==> src/rtl/v810_arb_pkg.sv <==
// v810_arb_pkg: shared types and constants for the V810 memory arbiter.
package v810_arb_pkg;

    typedef enum logic [1:0] {
        ST_IDLE = 2'd0,
        ST_ACC  = 2'd1,
        ST_DONE = 2'd2
    } arb_state_e;

    typedef enum logic {
        REQ_I = 1'b0,
        REQ_D = 1'b1
    } arb_req_e;

    // Byte enables are active-low, so reset leaves every lane disabled
    localparam logic [3:0] M_BEN_RST = 4'hF;

    // Width of the access-latency down-counter (MEM_LAT up to 15)
    localparam int CNT_W = 4;

endpackage

==> src/rtl/v810_arb_sel.sv <==
// v810_arb_sel: winner selection between fetch and data requesters.
// Build option V810_ARB_FAIR_EN adds a streak counter that hands a contested
// arbitration to fetch after STARVE_MAX data grants made while fetch waited.
module v810_arb_sel
    import v810_arb_pkg::*;
#(
    parameter int STARVE_MAX = 4
) (
`ifdef V810_ARB_FAIR_EN
    input  logic     clk,
    input  logic     rst_n,
    input  logic     grant_en,
    input  logic     i_req,
`endif
    input  logic     d_req,
    output arb_req_e win
);

`ifdef V810_ARB_FAIR_EN
    localparam int SW = $clog2(STARVE_MAX + 1);

    logic [SW-1:0] streak_r;
    logic          starved_s;

    // Data wins unless fetch is also pending and has waited STARVE_MAX grants
    always_comb begin
        starved_s = (streak_r == SW'(STARVE_MAX));
        if (d_req && !(i_req && starved_s)) begin
            win = REQ_D;
        end else begin
            win = REQ_I;
        end
    end

    // Count data grants that made fetch wait; any other grant breaks the streak
    always_ff @(posedge clk or negedge rst_n) begin
        if (!rst_n) begin
            streak_r <= {SW{1'b0}};
        end else if (grant_en) begin
            if ((win == REQ_D) && i_req) begin
                streak_r <= streak_r + 1'b1;
            end else begin
                streak_r <= {SW{1'b0}};
            end
        end
    end
`else
    // Strict data priority
    always_comb begin
        if (d_req) begin
            win = REQ_D;
        end else begin
            win = REQ_I;
        end
    end
`endif

endmodule

==> src/rtl/v810_mem_arb.sv <==
// v810_mem_arb: arbitrates a fetch port and a data port onto one unified
// memory port; one access outstanding at a time, IDLE -> ACC -> DONE.
// Build option: define V810_ARB_FAIR_EN to bound fetch starvation.
module v810_mem_arb
    import v810_arb_pkg::*;
#(
    parameter int MEM_LAT    = 1,
    parameter int STARVE_MAX = 4
) (
    input  logic        CLK,
    input  logic        RESn,
    input  logic        CE,
    input  logic        I_REQ,
    input  logic [31:0] I_A,
    output logic [31:0] I_D,
    output logic        I_RDY,
    input  logic        D_REQ,
    input  logic [31:0] D_A,
    input  logic        D_RW,
    input  logic [3:0]  D_BEn,
    input  logic [31:0] D_DO,
    output logic [31:0] D_DI,
    output logic        D_RDY,
    output logic [31:0] M_A,
    output logic        M_RW,
    output logic [3:0]  M_BEn,
    output logic        M_MRQn,
    output logic [31:0] M_DO,
    input  logic [31:0] M_DI,
    output logic        BUSY
);

    localparam logic [CNT_W-1:0] LAT_LOAD = CNT_W'(MEM_LAT);

    arb_state_e       state_r;
    arb_req_e         winner_r;
    arb_req_e         win_s;
    logic [CNT_W-1:0] cnt_r;

`ifdef V810_ARB_FAIR_EN
    logic grant_en_s;

    // An arbitration is consumed only on an enabled IDLE edge with a request
    always_comb begin
        grant_en_s = 1'b0;
        if (CE && (state_r == ST_IDLE) && (I_REQ || D_REQ)) begin
            grant_en_s = 1'b1;
        end else begin
            grant_en_s = 1'b0;
        end
    end
`endif

    v810_arb_sel #(
        .STARVE_MAX (STARVE_MAX)
    ) u_sel (
`ifdef V810_ARB_FAIR_EN
        .clk      (CLK),
        .rst_n    (RESn),
        .grant_en (grant_en_s),
        .i_req    (I_REQ),
`endif
        .d_req    (D_REQ),
        .win      (win_s)
    );

    // Access FSM; the M_* outputs double as the latches for the granted access
    always_ff @(posedge CLK or negedge RESn) begin
        if (!RESn) begin
            state_r  <= ST_IDLE;
            winner_r <= REQ_I;
            cnt_r    <= {CNT_W{1'b0}};
            M_A      <= 32'h0000_0000;
            M_RW     <= 1'b1;
            M_BEn    <= M_BEN_RST;
            M_MRQn   <= 1'b1;
            M_DO     <= 32'h0000_0000;
            I_D      <= 32'h0000_0000;
            D_DI     <= 32'h0000_0000;
            I_RDY    <= 1'b0;
            D_RDY    <= 1'b0;
            BUSY     <= 1'b0;
        end else if (CE) begin
            case (state_r)
                ST_IDLE: begin
                    I_RDY <= 1'b0;
                    D_RDY <= 1'b0;
                    if (I_REQ || D_REQ) begin
                        winner_r <= win_s;
                        if (win_s == REQ_D) begin
                            M_A   <= D_A;
                            M_RW  <= D_RW;
                            M_BEn <= D_BEn;
                            M_DO  <= D_DO;
                        end else begin
                            M_A   <= I_A;
                            M_RW  <= 1'b1;
                            M_BEn <= 4'b0000;
                            M_DO  <= 32'h0000_0000;
                        end
                        M_MRQn  <= 1'b0;
                        cnt_r   <= LAT_LOAD;
                        BUSY    <= 1'b1;
                        state_r <= ST_ACC;
                    end
                end
                ST_ACC: begin
                    if (cnt_r == 4'd1) begin
                        M_MRQn  <= 1'b1;
                        M_RW    <= 1'b1;
                        cnt_r   <= {CNT_W{1'b0}};
                        state_r <= ST_DONE;
                        if (winner_r == REQ_I) begin
                            I_D   <= M_DI;
                            I_RDY <= 1'b1;
                        end else begin
                            if (M_RW) begin
                                D_DI <= M_DI;
                            end
                            D_RDY <= 1'b1;
                        end
                    end else begin
                        cnt_r <= cnt_r - 4'd1;
                    end
                end
                ST_DONE: begin
                    I_RDY   <= 1'b0;
                    D_RDY   <= 1'b0;
                    BUSY    <= 1'b0;
                    state_r <= ST_IDLE;
                end
                default: begin
                    I_RDY   <= 1'b0;
                    D_RDY   <= 1'b0;
                    BUSY    <= 1'b0;
                    M_MRQn  <= 1'b1;
                    M_RW    <= 1'b1;
                    state_r <= ST_IDLE;
                end
            endcase
        end
    end

endmodule

==> config.mk <==
export PLATFORM = sky130hd
export DESIGN_NAME = v810_mem_arb
export DESIGN_NICKNAME = d
export VERILOG_FILES = /design/src/rtl/v810_arb_pkg.sv /design/src/rtl/v810_arb_sel.sv /design/src/rtl/v810_mem_arb.sv
export SDC_FILE = /design/constraint.sdc
export NUM_CORES = 1
export LEC_CHECK = 0
export CORE_MARGIN = 10
export CORE_UTILIZATION = 42
export DETAILED_ROUTE_END_ITERATION = 10
export PLACE_DENSITY = 0.81
export SYNTH_ARGS = -nofsm -noshare
export SYNTH_HDL_FRONTEND = slang
export SYNTH_SLANG_ARGS = --single-unit
==> constraint.sdc <==
create_clock -name CLK -period 2.51 [get_ports CLK]
set_input_delay 0.6275 -clock CLK [delete_from_list [all_inputs] [get_ports CLK]]
set_output_delay 0.6275 -clock CLK [all_outputs]
set_load 0.01 [all_outputs]
==> Flow_metrics.wiki, run 1 <==
{| class="wikitable"
! Metric !! Value
|-
| Result of the run || finished, final reports clean
|-
| Number of instances resized during post-cts repair || 0
|-
| TritonCTS clock tree || done
|-
| Die H || 141 um
|-
| Max-slew violation count || 0
|-
| Number of sinks driven by the clock tree || 144
|-
| First-pass GRT wire length || 28100 um
|-
| Number of synthesized flops with an enable pin || 0
|-
| Highest achievable clock rate || 0.458 GHz
|-
| Layout net count || 872
|-
| Asr flop ratio synth || 100%
|-
| Capturing element type of the critical path || primary output
|-
| Inst Count DP || 897
|-
| PD cells || 1210 nW/um2
|-
| GRT Util Overall || 17.7%
|-
| Number of buffers inserted by post-CTS setup repair || 0
|-
| Clock Latency Late Sink || 0.41 ns
|-
| CTS Root Cell || clkbuf_16
|-
| Net Sw Power || 3.61 mW
|-
| Post-DR wirelength/cell || 19.2 um
|-
| Core outline area || 14400 um2
|-
| Growth of design area from synthesis to finish || 58.4%
|-
| Mapped cell area || 6150 um2
|-
| Total global routing overflow || 0
|-
| Via count normalized by instance count || 4.83
|-
| Initial antenna violation count || 0
|-
| Internal Pwr Total || 8.19 mW
|-
| Count of placed standard cells in the final layout, fillers left out || 929
|-
| Leading post-synthesis cells by instance count || 138 x dfrtp_1, 124 x mux2_2, 45 x inv_1
|-
| Effective utilization at floorplan || 42.6%
|-
| Drc violations || 0
|-
| Post-route worst hold slack || 0.0659 ns
|-
| Total Routed Length || 17800 um
|-
| Final setup violation count || 0
|-
| Worst slew pin tran || 0.742 ns
|-
| Count of mapped cells out of synthesis || 451
|-
| Detailed placement HPWL || 13700 um
|-
| Largest buffer count on any clock path || 2
|-
| Buffering stage count on the worst path with inverters included || 1
|-
| Flip-flop and latch count after synthesis || 144
|-
| Average cell area after synthesis || 13.6 um2
|-
| IR drop worst, VDD || 595 uV
|-
| Number of top-level pins || 275
|-
| Cell family contributing the most delay on the critical path || buffers and inverters
|-
| Portion of the post-synthesis area used by sequential elements || 58.8%
|-
| H-tree Lvls || 4
|-
| Via count of the first global-routing pass || 5110
|-
| First-iteration detailed-routing DRC count || 163
|-
| Kind of critical path || flip-flop to primary output
|-
| Hold-fix buffers, CTS || 0
|-
| Ratio of cells with drive above 1 in the final layout || 23.5%
|-
| Overall die width || 141 um
|-
| Final-report hold violation count || 0
|-
| Yosys warning total || 0
|-
| Crit path max fanout || 3
|-
| Most instantiated flip-flop cell in the synthesis netlist || dfrtp_1
|-
| CP max-delay cell || clkdlybuf4s50_1
|-
| Crit path launch type || flip-flop
|-
| Number of buffers inserted during clock tree synthesis || 17
|-
| Total negative slack || 0 ns
|-
| Slowest stage delay, CP || 0.59 ns
|-
| Count of input and output buffers || 274
|-
| Clk pwr share || 21.6%
|-
| First-pass iteration count of the detailed router || 4
|-
| Count of distinct cell types in the synthesized netlist || 34
|-
| Combinational group share of total power || 43.5%
|-
| Register clock-pin slew on the reported worst setup and hold paths || 0.06 ns
|-
| Standard-cell row count || 44
|-
| Post-detailed-route count of antenna-violating nets || 0
|-
| Required time at the worst-slack endpoint || 1.88 ns
|-
| Relative contribution of sequential cells to total power || 35.0%
|-
| Max-slew headroom at the worst pin || 50.4%
|-
| Diodes inserted || 0
|-
| Library cell occupying the most area in the post-synthesis netlist || dfrtp_1
|-
| Post-synth net total || 591
|-
| RD Place Congestion || 0.780
|-
| Crit path arrival time || 1.56 ns
|-
| Final worst clock skew || 0.00790 ns
|-
| Minimum period implied by the final worst setup slack || 2.19 ns
|-
| Hold Path Class || primary input to async pin
|-
| Top cell type's share of synthesized area || 56.2%
|-
| Max Cap Viol || 0
|-
| Static Leak || 4.11 nW
|-
| Unrepaired setup endpoints after global routing || no
|-
| Largest net degree at the start of global routing || 91
|-
| Most repeated cell in the gate-level netlist after synthesis || dfrtp_1
|-
| Net switching share of the total power || 30.6%
|-
| Critical-path cell list || clkdlybuf4s50_1
|-
| Die area || 19900 um2
|-
| Final cycle utilization of the critical path || 87.1%
|-
| Dominant cells by area after synthesis || dfrtp_1 56%, mux2_2 23%, mux2i_1 6.0%
|-
| Number of vias in the routed layout || 4491
|}
==> sequential cells by signal, indices dropped and copies added, names as in the netlist <==
name,flops
M_BEn,4
I_RDY,1
M_MRQn,1
state_r,2
winner_r,1
D_RDY,1
M_RW,1
cnt_r,4
M_A,32
M_DO,32
BUSY,1
I_D,32
D_DI,32
==> final cells by class <==
type | count | area, um2
flip-flops and latches | 144 | 3610
inverters | 45 | 169
well taps | 184 | 230
multi-input cells | 239 | 2240
clock inverters | 8 | 130
repair buffers | 285 | 2880
fillers | 1043 | 4690
clock buffers | 24 | 472
==> stage by stage <==
step,total power [mW],util [%],setup slack (ns),area [um2]
after global routing,12.5,67.5,0.294,9740
after global placement,9.15,63.3,0.158,9140
after floorplan,6.27,-,0.513,6150
after CTS,12.0,67.5,0.311,9740
after detailed placement,9.37,63.3,0.0824,9140
final,11.8,67.5,0.325,9740
==> power by group through the flow <==
stage	combinational [mW]	sequential (mW)	clock [mW]
final	5.13	4.13	2.54
after global routing	5.49	4.28	2.70
after CTS	5.24	4.14	2.60
after detailed placement	5.21	4.16	0
after global placement	5.07	4.08	0
after floorplan	1.67	4.60	0
==> per-layer routing <==
layer / global-route usage, % / up-vias / share of wire [%]
li1: - / 2091 / -
met1: 18.2 / 2216 / 36
met2: 31.9 / 159 / 53
met3: 6.85 / 25 / 9.0
met4: 6.14 / 0 / 1.7
met5: 0 / - / 0
==> layout by cell type, fill, tap and decap left out, types with 3 or more instances in the layout <==
cell             netlist  routed
a21oi_1                3       3
a31oi_1                4       4
buf_12                 0       5
buf_4                  3       6
bufinv_16              0       3
clkbuf_1               8       5
clkbuf_16              0      17
clkdlybuf4s50_1        0     272
clkinvlp_4             0       3
dfrtp_1              138     138
dfstp_2                6       6
inv_1                 45      45
mux2_1                 4       4
mux2_2               124     124
mux2i_1               37      37
nand2_1               38      38
o21ai_0                4       4
==> worst paths after layout <==
kind                                 startpoint              endpoint  slack, ns  cells after the start
setup / recovery               M_RW$_DFFE_PN1P_                  M_RW       0.32                      1
hold / removal                             RESn   I_D[24]$_DFFE_PN0P_       0.07                      1
setup reg to reg           cnt_r[1]$_DFFE_PN0P_   D_DI[6]$_DFFE_PN0P_       0.41                      6
hold reg to reg            M_BEn[3]$_DFFE_PN1P_  M_BEn[3]$_DFFE_PN1P_       0.47                      2
max in group asynchronous                  RESn  M_BEn[3]$_DFFE_PN1P_       1.67                      2
min in group CLK           M_BEn[3]$_DFFE_PN1P_  M_BEn[3]$_DFFE_PN1P_       0.47                      2
==> kinds of logic (layout without fill, tap and decap cells) <==
family / Yosys count / after routing / share of synthesized area [%]
multiplexers: 165 / 165 / 29.5
buffers and inverters: 68 / 362 / 4.87
flip-flops: 144 / 144 / 58.8
AND/OR/NAND/NOR: 51 / 51 / 4.15
XOR/XNOR: 1 / 1 / 0.143
adder cells (fa/ha/maj): 2 / 2 / 0.407
AO/OA/AOI/OAI: 20 / 20 / 2.20
Power figures use the tool's default switching activity.
==> run 2: changes to the inputs <==
--- a/config.mk
+++ b/config.mk
@@ -5,7 +5,7 @@
 export SDC_FILE = /design/constraint.sdc
 export NUM_CORES = 1
 export LEC_CHECK = 0
-export CORE_MARGIN = 10
+export ABC_CLOCK_PERIOD_IN_PS = 2510
 export CORE_UTILIZATION = 42
 export DETAILED_ROUTE_END_ITERATION = 10
 export PLACE_DENSITY = 0.81
==> run 2 against run 1 <==
Effect of this change:
- die area shrank 24%
- non-clock buffer count is the same
- sequential cell count is the same
- fmax grew 2.1%
- sequential share of layout area grew 0.21 points
- utilization grew 1.2 points
- combinational power shrank 2%
- largest power group unchanged
- sequential power is essentially flat
- critical endpoint unchanged
==> Flow_metrics.wiki, run 2 (synthesized netlist as in run 1, its figures left out) <==
{| class="wikitable"
! Metric !! Value
|-
| IR drop worst, VDD || 637 uV (was 595 uV)
|-
| Number of buffers inserted during clock tree synthesis || 17 (unchanged)
|-
| Number of instances resized during post-cts repair || 0 (unchanged)
|-
| Number of cell instances on the worst register-to-register path || 6 (unchanged)
|-
| Cell area after layout || 9680 um2 (was 9740 um2)
|-
| Count of input and output buffers || 274 (unchanged)
|-
| Cell area after placement || 9140 um2 (about the same)
|-
| Inst Count DP || 893 (was 897)
|-
| Result of the run || finished, final reports clean (unchanged)
|-
| Critical-path cell list || clkdlybuf4s50_1 (unchanged)
|-
| Via count of the first global-routing pass || 4791 (was 5110)
|-
| Total global routing overflow || 0 (unchanged)
|-
| First-pass GRT wire length || 23700 um (was 28100 um)
|-
| Static Leak || 4.09 nW (was 4.11 nW)
|-
| Top library cells by usage in the layout, fill and taps aside || 272 x clkdlybuf4s50_1, 138 x dfrtp_1, 124 x mux2_2 (unchanged)
|-
| Buffering stage count on the worst path with inverters included || 1 (unchanged)
|-
| Largest buffer count on any clock path || 2 (unchanged)
|-
| PnR worst setup slack || 0.369 ns (was 0.325 ns)
|-
| H-tree Lvls || 4 (unchanged)
|-
| Initial antenna violation count || 0 (unchanged)
|-
| Highest achievable clock rate || 0.467 GHz (was 0.458 GHz)
|-
| Layout net count || 872 (unchanged)
|-
| FF+latch area || 3610 um2 (unchanged)
|-
| Hold Path Class || primary input to async pin (unchanged)
|-
| Diodes inserted || 0 (unchanged)
|-
| Max Cap Viol || 0 (unchanged)
|-
| First-pass iteration count of the detailed router || 4 (unchanged)
|-
| Total power || 11.5 mW (was 11.8 mW)
|-
| Crit path max fanout || 3 (unchanged)
|-
| R2R Setup Slk || 0.38 ns (was 0.41 ns)
|-
| Capturing element type of the critical path || primary output (unchanged)
|-
| Clock Latency Late Sink || 0.41 ns (about the same)
|-
| Via count normalized by instance count || 4.86 (was 4.83)
|-
| Count of placed standard cells in the final layout, fillers left out || 925 (was 929)
|-
| First-iteration detailed-routing DRC count || 150 (was 163)
|-
| CTS Root Cell || clkbuf_16 (unchanged)
|-
| Unrepaired setup endpoints after global routing || no (unchanged)
|-
| Post-DR wirelength/cell || 16.6 um (was 19.2 um)
|-
| Kind of critical path || flip-flop to primary output (unchanged)
|-
| Minimum period implied by the final worst setup slack || 2.14 ns (was 2.19 ns)
|-
| Growth of design area from synthesis to finish || 57.5% (was 58.4%)
|-
| TritonCTS clock tree || done (unchanged)
|-
| RD Place Congestion || 0.755 (was 0.780)
|-
| Core outline area || 14100 um2 (was 14400 um2)
|-
| Final setup violation count || 0 (unchanged)
|-
| Worst setup path startpoint || M_RW$_DFFE_PN1P_ (unchanged)
|-
| Required time at the worst-slack endpoint || 1.88 ns (about the same)
|-
| Post-detailed-route count of antenna-violating nets || 0 (unchanged)
|-
| Number of vias in the routed layout || 4499 (was 4491)
|-
| Largest net degree at the start of global routing || 56 (was 91)
|-
| GRT Util Overall || 20.7% (was 17.7%)
|-
| Overall die width || 123 um (was 141 um)
|-
| CP max-delay cell || clkdlybuf4s50_1 (unchanged)
|-
| Most common cell after layout, fill and taps aside || clkdlybuf4s50_1 (unchanged)
|-
| Standard-cell row count || 43 (was 44)
|-
| Final Util || 68.7% (was 67.5%)
|-
| Ratio of cells with drive above 1 in the final layout || 23.1% (was 23.5%)
|-
| Critical R2R Capture || D_DI[17]$_DFFE_PN0P_ (was D_DI[6]$_DFFE_PN0P_)
|-
| Hold-fix buffers, CTS || 0 (unchanged)
|-
| Detailed placement HPWL || 11600 um (was 13700 um)
|-
| PD cells || 1180 nW/um2 (was 1210 nW/um2)
|-
| Die H || 123 um (was 141 um)
|-
| Crit path arrival time || 1.51 ns (was 1.56 ns)
|-
| Slowest stage delay, CP || 0.56 ns (was 0.59 ns)
|-
| Drc violations || 0 (unchanged)
|-
| Max-slew headroom at the worst pin || 51.0% (was 50.4%)
|-
| Number of sinks driven by the clock tree || 144 (unchanged)
|-
| Max-slew violation count || 0 (unchanged)
|-
| Register clock-pin slew on the reported worst setup and hold paths || 0.06 ns (about the same)
|-
| Number of buffers inserted by post-CTS setup repair || 0 (unchanged)
|-
| Final cycle utilization of the critical path || 85.3% (was 87.1%)
|-
| Final worst clock skew || 0.0123 ns (was 0.00790 ns)
|-
| Cell family contributing the most delay on the critical path || buffers and inverters (unchanged)
|-
| Final-report hold violation count || 0 (unchanged)
|-
| Total negative slack || 0 ns (unchanged)
|-
| Worst slew pin tran || 0.733 ns (was 0.742 ns)
|-
| Post-route worst hold slack || 0.175 ns (was 0.0659 ns)
|-
| Number of top-level pins || 275 (unchanged)
|-
| Area occupied by multi-input gates || 2240 um2 (unchanged)
|-
| Die area || 15100 um2 (was 19900 um2)
|-
| Startpoint of the worst-slack reg-to-reg timing path || cnt_r[1]$_DFFE_PN0P_ (unchanged)
|-
| Crit path launch type || flip-flop (unchanged)
|-
| Layout fillers || 1018 (was 1043)
|-
| Pre-CTS setup slack || 0.0907 ns (was 0.0824 ns)
|-
| Total Routed Length || 15400 um (was 17800 um)
|-
| Effective utilization at floorplan || 43.6% (was 42.6%)
|}
[run 2: cell count changes in the layout (fill, tap and decap cells not counted), sizes merged]
cell,change
clkbuf,+3
bufinv,-2
clkinv,+1
clkinvlp,-2
[run 2: how the worst max path moves through the flow]
stage,to,cells after the start
final,M_RW,1
after global routing,D_DI[11]$_DFFE_PN0P_,6
after CTS,M_MRQn,1
after detailed placement,D_DI[18]$_DFFE_PN0P_,5
after global placement,D_DI[22]$_DFFE_PN0P_,5
after floorplan,D_DI[11]$_DFFE_PN0P_,6
[run 2: power by group]
part	switching (mW)	internal, mW
clock	0.882	1.41
combinational	1.95	3.09
sequential	0.645	3.49
total	3.48	7.99
[run 2: area by class of cell]
class | instances | area share (%)
Clock buffer | 27 | 4.99
Clock inverter | 5 | 0.582
Inverter | 45 | 1.74
Multi-Input combinational cell | 239 | 23.1
Sequential cell | 144 | 37.3
Tap cell | 180 | 2.33
Timing Repair Buffer | 285 | 29.9
[run 2: per-layer routing]
metal / track usage, % / up-vias / routed length (um)
li1: - / 2094 / -
met1: 21.9 / 2215 / 5660
met2: 37.9 / 168 / 8230
met3: 6.00 / 22 / 1140
met4: 9.15 / 0 / 356
met5: 0 / - / 0
